`config.mk`:
```
export PLATFORM = sky130hd
export DESIGN_NAME = mult8_seq_controller
export DESIGN_NICKNAME = d
export VERILOG_FILES = /design/src/rtl/mult8_seq_controller_pkg.sv /design/src/rtl/mult8_seq_controller_csa8b.sv /design/src/rtl/mult8_seq_controller.sv
export SDC_FILE = /design/constraint.sdc
export NUM_CORES = 1
export LEC_CHECK = 0
export BUFFER_PORTS_ARGS = -buffer_cell sky130_fd_sc_hd__buf_2
export CAP_MARGIN = 20
export CORE_MARGIN = 2
export CORE_UTILIZATION = 60
export DETAILED_ROUTE_END_ITERATION = 12
export GPL_ROUTABILITY_DRIVEN = 0
export GPL_TIMING_DRIVEN = 0
export HOLD_SLACK_MARGIN = 0.1
export PLACE_DENSITY = 0.92
export SKIP_CTS_REPAIR_TIMING = 1
export SLEW_MARGIN = 15
export SYNTH_ARGS = -nofsm -noshare
export SYNTH_HDL_FRONTEND = slang
export SYNTH_SLANG_ARGS = --single-unit
```
`constraint.sdc`:
```
create_clock -name clk -period 5.8 [get_ports clk]
set_clock_uncertainty 0.2 [all_clocks]
set_input_delay 0.87 -clock clk [delete_from_list [all_inputs] [get_ports clk]]
set_output_delay 0.87 -clock clk [all_outputs]
set_load 0.01 [all_outputs]
```
`src/rtl/mult8_seq_controller_pkg.sv`:
```
// Shared constants for the sequenced ALU operations.
// State encodings and operand/iteration sizes used by the multiply path.
package mult8_seq_controller_pkg;

    localparam int MUL_WIDTH = 8;
    localparam int MUL_ITER  = 8;
    localparam int MUL_CNT_W = $clog2(MUL_ITER);

    typedef enum logic [1:0] {
        IDLE = 2'd0,
        RUN  = 2'd1,
        DONE = 2'd2
    } mul_state_e;

endpackage

```
`src/rtl/mult8_seq_controller_csa8b.sv`:
```
// csa8b: 8-bit carry-select adder, two nibbles, upper nibble precomputed
// for both carries. Ports: a_i, b_i, cin_i -> sum_o, cout_o.
module mult8_seq_controller_csa8b (
    input  logic [7:0] a_i,
    input  logic [7:0] b_i,
    input  logic       cin_i,
    output logic [7:0] sum_o,
    output logic       cout_o
);

    logic [4:0] lo_s;
    logic [4:0] hi_s0;
    logic [4:0] hi_s1;

    always_comb begin
        lo_s  = {1'b0, a_i[3:0]} + {1'b0, b_i[3:0]} + {4'b0, cin_i};
        hi_s0 = {1'b0, a_i[7:4]} + {1'b0, b_i[7:4]};
        hi_s1 = {1'b0, a_i[7:4]} + {1'b0, b_i[7:4]} + 5'd1;
    end

    // Low-nibble carry picks the precomputed upper half.
    assign sum_o  = lo_s[4] ? {hi_s1[3:0], lo_s[3:0]}
                            : {hi_s0[3:0], lo_s[3:0]};
    assign cout_o = lo_s[4] ? hi_s1[4] : hi_s0[4];

endmodule

```
`src/rtl/mult8_seq_controller.sv`:
```
// Sequential 8x8 unsigned shift-and-add multiplier on one shared csa8b.
// Ports: clk, rst, in, store_A, store_B, start -> product, busy, done.
module mult8_seq_controller
    import mult8_seq_controller_pkg::*;
#(
    parameter int WIDTH = MUL_WIDTH,
    parameter int ITER  = MUL_ITER
) (
    input  logic               clk,
    input  logic               rst,
    input  logic [WIDTH-1:0]   in,
    input  logic               store_A,
    input  logic               store_B,
    input  logic               start,
    output logic [2*WIDTH-1:0] product,
    output logic               busy,
    output logic               done
);

    localparam int CW = $clog2(ITER);

    mul_state_e     state_q, state_d;
    logic [WIDTH-1:0] a_q, a_d;
    logic [WIDTH-1:0] b_q, b_d;
    logic [WIDTH-1:0] m_q, m_d;
    logic [WIDTH-1:0] hi_q, hi_d;
    logic [WIDTH-1:0] lo_q, lo_d;
    logic [CW-1:0]    cnt_q, cnt_d;

    logic [WIDTH-1:0] addend;
    logic [WIDTH-1:0] sum;
    logic             cout;

    assign addend = lo_q[0] ? m_q : '0;

    mult8_seq_controller_csa8b u_add (
        .a_i    (hi_q),
        .b_i    (addend),
        .cin_i  (1'b0),
        .sum_o  (sum),
        .cout_o (cout)
    );

    always_comb begin
        state_d = state_q;
        a_d     = a_q;
        b_d     = b_q;
        m_d     = m_q;
        hi_d    = hi_q;
        lo_d    = lo_q;
        cnt_d   = cnt_q;

        unique case (state_q)
            IDLE: begin
                if (start) begin
                    // m_q snapshots A so a same-cycle store_A
                    // only affects the next operation.
                    hi_d    = '0;
                    lo_d    = b_q;
                    m_d     = a_q;
                    cnt_d   = '0;
                    state_d = RUN;
                end
            end
            RUN: begin
                // Carry-out becomes the top bit of the shift.
                {hi_d, lo_d} = {cout, sum, lo_q[WIDTH-1:1]};
                cnt_d        = cnt_q + 1'b1;
                if (cnt_q == CW'(ITER - 1)) begin
                    state_d = DONE;
                end
            end
            DONE: begin
                state_d = IDLE;
            end
            default: begin
                state_d = IDLE;
            end
        endcase

        if (state_q != RUN) begin
            if (store_A) a_d = in;
            if (store_B) b_d = in;
        end
    end

    always_ff @(posedge clk) begin
        if (rst) begin
            state_q <= IDLE;
            a_q     <= '0;
            b_q     <= '0;
            m_q     <= '0;
            hi_q    <= '0;
            lo_q    <= '0;
            cnt_q   <= '0;
        end else begin
            state_q <= state_d;
            a_q     <= a_d;
            b_q     <= b_d;
            m_q     <= m_d;
            hi_q    <= hi_d;
            lo_q    <= lo_d;
            cnt_q   <= cnt_d;
        end
    end

    assign product = {hi_q, lo_q};
    assign busy    = (state_q == RUN);
    assign done    = (state_q == DONE);

endmodule

```
# == Yosys cells after proc, flatten, opt, wreduce, memory -nomap -nowiden ==
# Index checks and enable logic that the tools add are counted.
# word_totals
reg_bits,45
output_inout_bits,18
elab_cells,36
# classes
add_sub_neg,4
eq_ne,6
muxes,12
n_reduce_logical,7
# op_table
operator,n
$mux W8,4
$pmux W8 S2,2
$add A4 B4 Y5,2
$reduce_and A2 Y1,5
$pmux W3 S2,1
$add A5 B1 Y5 const B,1
$mux W2,2
$ne A2 B1 Y1 const B,2
$pmux W2 S2,1
$add A3 B1 Y3 const B,1
$eq A3 B3 Y1 const B,1
$mux W3,1
$eq A2 B1 Y1 const B,1
$eq A2 B2 Y1 const B,1
$logic_not A2 Y1,1
$ne A2 B2 Y1 const B,1
$reduce_bool A2 Y1,1
$mux W1,1

# == Depth between registers and ports, before layout ==
# Gate-level depths: netlist (run 1).
# logic_depth
word_depth,5
depth_mapped,11
mapped_depth_nobuf,11

# == Cells and area by module ==
# From an unflattened synthesis (run 1), not the netlist that was laid out.
# unflattened
cells_unflattened,230
area_unflattened_um2,2135.8
# modules_own_cells
mod,instances,cells_each,area_each_um2
mult8_seq_controller,1,183,1754.2
mult8_seq_controller_csa8b,1,47,381.6

# == Worst setup path after synthesis (run 1) ==
# No wires, ideal clock.
# synth_timing
path_type,reg2reg
startpoint,reg lo_q[0]
endpoint,reg hi_q[7]
t_arrival_ns,2.138
path_slack_ns,3.345
stages_incl_launch_ff,12
period_less_slack_ns,2.455
cell_sequence,dfxtp_1 > and2_1 > ha_1 > inv_1 > fa_1 > inv_1 > ha_1 > inv_1 > nor2_1 > nor4b_2 > xnor2_1 > a22o_1
# synth_between
elab_chain_cells,5
word_cells_on_any_way,6
# synth_lines
element,line_no,source
from (decl),mult8_seq_controller.sv:27,"logic [WIDTH-1:0] lo_q, lo_d;"
from (signal assigned),mult8_seq_controller.sv:102,lo_q <= lo_d;
$mux W8 *,mult8_seq_controller.sv:34,assign addend = lo_q[0] ? m_q : '0;
$add A4 B4 Y5,"mult8_seq_controller_csa8b.sv:17, mult8_seq_controller_csa8b.sv:18",
$add A5 B1 Y5,mult8_seq_controller_csa8b.sv:18,"hi_s1 = {1'b0, a_i[7:4]} + {1'b0, b_i[7:4]} + 5'd1;"
$mux W1 *,mult8_seq_controller_csa8b.sv:24,assign cout_o = lo_s[4] ? hi_s1[4] : hi_s0[4];
$pmux W8 S2 *,mult8_seq_controller.sv:53,unique case (state_q)
to (signal assigned),mult8_seq_controller.sv:101,hi_q <= hi_d;
to (decl),mult8_seq_controller.sv:26,"logic [WIDTH-1:0] hi_q, hi_d;"
# Every way passes the cells marked *; elsewhere a longest branch is shown, timed or not.
# A chain may end at the register's enable or synchronous reset.

# == Final worst setup path (run 1) ==
# Ends and elaborated chain as after synthesis.

==> results.yml, run 1 <==
status:
  status: "complete, no violations"
sta:
  min_period_ns: 2.68
  fmax_mhz: 374
  hold_viol: 0
  tightest_slew_ns: 0.485
  finalMaxSlewViolations: 0
  period_share_pct: 46.2
  final.setup.tns_ns: 0
  max-slew-margin-rel_pct: 67.7
  setup_slack_ns: 3.12
  rsz0062_at_grt: "false"
  setup_viol: 0
pwr:
  intPower_w: 0.000394
  p_comb_share_pct: 12.4
  p_leak_nw: 1.07
  ir_worst_vdd_mv: 0.167
  switchingPower_w: 0.000154
  power_density_nw_per_um2: 232
  power_w: 0.000548
  p_clk_share_pct: 26.7
  power_frac_seq_pct: 60.9
  p_sw_share_pct: 28.1
cells_and_area:
  regArea_um2: 901
  antenna_cells: 0
  fin_nets: 307
  n_fill_cell: 286
  multiInputGateArea_um2: 1110
  post-route-util_pct: 70.3
  areaGrowthSynthToFinish_pct: 11.6
  drive_gt1_share_pct: 17.1
setup_path:
  critPathCaptureType: "flop"
  cp.required_ns: 5.87
  worst_path_max_delay_cell: "fa_1"
  path_class: "flop to flop"
  critPathMaxStageDelay_ns: 0.57
  path_cells: "and2_1 -> ha_1 -> inv_1 -> fa_1 -> inv_1 -> ha_1 -> inv_1 -> nor2_1 -> nor4b_2 -> xnor2_1 -> a22o_1"
  cp_common_cell: "inv_1"
  cp_max_fo: 10
  cp-start-kind: "flop"
  arrival_ns: 2.75
logic_synthesis:
  synth_top_area_cell: "dfxtp_1"
  synth_area_um2: 2120
  ys_seq_area_share_pct: 42.6
  avgSynthCellArea_um2: 8.57
  yosys.area.top_type_share_pct: 42.6
  synth-warning-count: 0
  syn_nets: 273
  ys_async_sr_fraction_pct: 0
  syn_inst: 247
  synth.area.top_cells: "dfxtp_1, ha_1, nand2_1"
  ys_types: 34
  ys_seq_elements: 45
  synth_edf_count: 0
  ys.flop_type: "dfxtp_1"
die:
  dieArea_um2: 4020
  row_count: 21
  initial_core_util_pct: 62.9
  pin_count: 31
  die_h_um: 63.4
  die_w_um: 63.4
  core_um2: 3360
drt:
  first_pass_iters: 4
  vias: 1818
  drc: 0
  routedWlPerCell_um: 13.6
  wl_mm: 4.45
  ant_nets: 0
  first_iter_violations: 135
  viasPerCell: 5.56
global_routing:
  grt_pass1_vias: 1782
  gr-usage-all-layers_pct: 24.8
  gr-total-overflow: 0
  grt_pass1_wl_mm: 7.81
  grt_max_degree: 15
  grt_antenna_before_repair: 0
clock_tree:
  cts_sinks: 45
  clk_latency_ns: 0.36
  cts_max_path_buffers: 2
  cts_tree: "built"
  cts-root-buf: "clkbuf_4"
  numCtsBuffers: 5
  cts.clk_slew.worst_paths_ns: 0.13
  h-tree-depth: 2
job:
  maxCapViolations: 0
min_path:
  min_path_type: "flop to flop"
placement:
  pre_cts_slack_ns: 3.16
  dp_hpwl_mm: 3.33
  port_buffers: 27
[state kept, by name, summed over array words and instances, names as in the netlist]
register / count
m_q: 8
hi_q: 8
a_q: 8
state_q: 2
b_q: 8
lo_q: 8
cnt_q: 3
[layer usage]
metal	part of all wire (%)	GRT usage (%)	up-vias	routed length, um
met3	5.3	7.86	5	236
li1	-	-	912	-
met1	46	32.0	853	2040
met4	1.4	9.24	0	61
met5	0	0	-	0
met2	48	38.8	48	2110
[cell usage after synthesis (2+ instances only)]
cell and instances:
dfxtp_1 45, nand2_1 36, nor2_1 33, a21oi_1 24, nand3_1 17, ha_1 11
inv_1 11, clkbuf_1 8, mux2i_1 8, a311oi_1 7, and2_1 7, buf_2 6
xnor2_1 5, a22o_1 4, a22oi_1 3, a21o_1 2, fa_1 2, nand2b_1 2
[stage by stage]
| step | instances | hold slack, ns | area [um2] |
|---|---|---|---|
| floorplan | 247 | 0.236 | 2120 |
| global route | 327 | 0.277 | 2360 |
| detailed placement | 320 | 0.247 | 2310 |
| CTS | 327 | 0.265 | 2360 |
| finish | 327 | 0.264 | 2360 |
| global placement | 320 | 0.244 | 2310 |
[cell type report]
cell class                 count  share of cell area, %
clock buffer                   5                   1.59
timing repair buffer          27                   5.72
multi-input combinational    176                   47.0
buffer                        14                   2.54
sequential                    45                   38.1
inverter                      12                   1.91
tap                           46                   2.44
clock inverter                 2                  0.688
[kinds of logic (layout without fill, tap and decap cells)]
| group | Yosys count | count (layout) | synth area share, % |
|---|---|---|---|
| adders and majority gates | 13 | 13 | 8.39 |
| muxes | 8 | 8 | 3.78 |
| AOI/OAI and AO/OA | 45 | 45 | 14.4 |
| and+or+nand+nor | 104 | 104 | 23.5 |
| DFF | 45 | 45 | 42.6 |
| buffers and inverters | 26 | 60 | 4.96 |
| xor gates and xnor gates | 6 | 6 | 2.48 |
[power groups by stage]
| stage | clock network [W] | logic (W) | registers (W) |
|---|---|---|---|
| after floorplan | 0 | 0.0000446 | 0.000340 |
| after global placement | 0 | 0.0000651 | 0.000340 |
| after detailed placement | 0 | 0.0000671 | 0.000341 |
| after CTS | 0.000150 | 0.0000676 | 0.000334 |
| after global routing | 0.000165 | 0.0000769 | 0.000336 |
| final | 0.000146 | 0.0000680 | 0.000334 |
[cell usage in the layout, fill, tap and decap left out, types with 2 or more instances in the layout]
| cell | synthesis | layout |
|---|---|---|
| ha_1 | 11 | 11 |
| nand2_1 | 36 | 36 |
| xnor2_1 | 5 | 5 |
| nor2_1 | 33 | 33 |
| inv_1 | 11 | 11 |
| dfxtp_1 | 45 | 45 |
| nand2b_1 | 2 | 2 |
| buf_2 | 6 | 33 |
| a22o_1 | 4 | 4 |
| a21o_1 | 2 | 2 |
| a22oi_1 | 3 | 3 |
| a21oi_1 | 24 | 24 |
| clkbuf_1 | 8 | 8 |
| clkbuf_4 | 0 | 5 |
| and2_1 | 7 | 7 |
| fa_1 | 2 | 2 |
| mux2i_1 | 8 | 8 |
| nand3_1 | 17 | 17 |
| a311oi_1 | 7 | 7 |
[final timing paths]
check / from / endpoint / slack (ns) / cells after the start
min reg2reg: b_q[1] / b_q[1] / 0.26 / 2
max reg2reg: lo_q[0] / hi_q[7] / 3.12 / 11
min: b_q[1] / b_q[1] / 0.26 / 2
max: lo_q[0] / hi_q[7] / 3.12 / 11
[critical path: cells and delay by family, from the launching register on]
family,cells,cell delay [ns]
flops,1,0.50
simple gates,3,0.40
buf+inv,3,0.19
xor+xnor,1,0.14
fa+ha+maj,3,0.95
compound gates,1,0.19
No activity file was read; power rests on OpenSTA's default activity.
==> run 2: changes to the inputs <==
Settings changed: CORE_UTILIZATION 60 to 56, PLACE_DENSITY 0.92 to 0.87.
Clock period 5.8 ns to 2.5 ns, I/O delays scaled along.
==> run 2 against run 1 <==
Effect of this change: routed wire length up 6.8%; sequential cell count unchanged; non-clock buffer count up 4; cell count up 2.1%; design area up 5.8%; worst setup slack worse by 3.1 ns; critical path type unchanged.
==> results.yml, run 2 (synthesis results as in run 1) <==
global_routing:
  grt_max_degree: 15
  gr-usage-all-layers_pct: 23.2
  grt_antenna_before_repair: 0
  grt_pass1_wl_mm: 7.61
  gr-total-overflow: 0
  grt_pass1_vias: 1726
clock_tree:
  h-tree-depth: 2
  clk_latency_ns: 0.30
  cts_max_path_buffers: 2
  cts_tree: "built"
  numCtsBuffers: 5
  cts-root-buf: "clkbuf_8"
  cts.clk_slew.worst_paths_ns: 0.08
  cts_sinks: 45
placement:
  pre_cts_slack_ns: -0.144
  place_area_um2: 2310
  port_buffers: 27
  dp_hpwl_mm: 3.38
setup_path:
  cp_max_fo: 7
  path_cells: "and2_4 -> ha_4 -> inv_2 -> fa_2 -> inv_1 -> ha_1 -> inv_2 -> nor2_1 -> nor4b_2 -> xnor2_1 -> a22o_1"
  worst_path_max_delay_cell: "fa_2"
  r2r-end: "hi_q[7]"
  rr_startpoint: "lo_q[0]"
  rrSetupSlack_ns: 0.06
  cp.required_ns: 2.50
  reg2regPathDepth: 11
  cp-start-kind: "flop"
  critPathCaptureType: "flop"
  arrival_ns: 2.44
  path_class: "flop to flop"
  critPathMaxStageDelay_ns: 0.58
  cp_common_cell: "inv_2"
cells_and_area:
  fin_nets: 311
  fin_area_um2: 2500
  n_fill_cell: 305
  post-route-util_pct: 68.3
  antenna_cells: 0
  layout_common_cells: "dfxtp_1, nand2_1, buf_2, nor2_1, a21oi_1"
  final_common_cell: "dfxtp_1"
  areaGrowthSynthToFinish_pct: 18.1
  drive_gt1_share_pct: 21.3
sta:
  fmax_mhz: 410
  setup_slack_ns: 0.0599
  holdWs_ns: 0.139
  tightest_slew_ns: 0.507
  finalMaxSlewViolations: 0
  hold_viol: 0
  max-slew-margin-rel_pct: 66.2
  setup_viol: 0
  min_period_ns: 2.44
  period_share_pct: 97.6
drt:
  m1WireLength_mm: 2.15
  routedWlPerCell_um: 14.2
  top_layer: "met4"
  route.met3.wl_um: 161
  vias: 1810
  wl_mm: 4.75
  first_pass_iters: 4
  first_iter_violations: 106
  ant_nets: 0
  drc: 0
  viasPerCell: 5.42
  route.met2.wl_mm: 2.35
status:
  status: "complete, no violations"
pwr:
  ir_worst_vdd_mv: 0.414
  power_density_nw_per_um2: 602
  p_leak_nw: 1.12
min_path:
  hold_end: "a_q[3]"
  min_path_type: "input port to flop"
  min_path_cells: 3
  min_from: "in[3]"
job:
  maxCapViolations: 0
die:
  initial_core_util_pct: 57.8
  row_count: 22
  die_h_um: 65.5
  dieArea_um2: 4290
  core_um2: 3660
  die_w_um: 65.5
  pin_count: 31
-- run 2: per-stage QoR --
| step | std cells | TNS, ns | power [W] |
|---|---|---|---|
| finish | 334 | 0 | 0.00151 |
| global route | 334 | -0.00901 | 0.00156 |
| CTS | 330 | -0.273 | 0.00151 |
| detailed placement | 322 | -0.196 | 0.000947 |
| global placement | 322 | -0.0998 | 0.000940 |
| floorplan | 247 | 0 | 0.000893 |
-- run 2: power by group --
group	switching (W)	internal, W	leakage, nW
Sequential	0.0000242	0.000750	0.368
Combinational	0.0000997	0.0000603	0.695
Clock	0.000246	0.000325	0.0574
Total	0.000370	0.00114	1.12
-- run 2: cell type report --
type	instances	area [um2]	share of cell area, %
multi-input combinational	176	1150	45.8
sequential	45	905	36.2
timing repair buffer	31	165	6.60
clock buffer	6	82.6	3.30
buffer	14	60.1	2.40
tap	48	60.1	2.40
inverter	12	45.0	1.80
clock inverter	2	37.5	1.50
-- run 2: worst max-delay path, delay by kind of cell (launching register included) --
kind / cells / cell delay, ns
adders and majority gates: 3 / 0.91
DFF: 1 / 0.38
and+or+nand+nor: 3 / 0.37
AOI/OAI and AO/OA: 1 / 0.18
buffers and inverters: 3 / 0.17
xor gates and xnor gates: 1 / 0.13
-- run 2: how the worst max path moves through the flow --
stage	startpoint	end	slack (ns)	cells after the start
final	lo_q[0]	hi_q[7]	0.06	11
after global routing	lo_q[0]	hi_q[7]	-0.009	11
after CTS	lo_q[0]	hi_q[7]	-0.17	11
after detailed placement	lo_q[0]	hi_q[7]	-0.14	11
after global placement	lo_q[0]	hi_q[7]	-0.09	11
after floorplan	lo_q[0]	hi_q[7]	0.05	11
-- run 2: metal layers --
| layer | vias to the layer above | GRT usage, % |
|---|---|---|
| met1 | 842 | 29.1 |
| met5 | - | 0 |
| li1 | 915 | - |
| met2 | 44 | 40.2 |
| met4 | 0 | 7.29 |
| met3 | 9 | 4.28 |
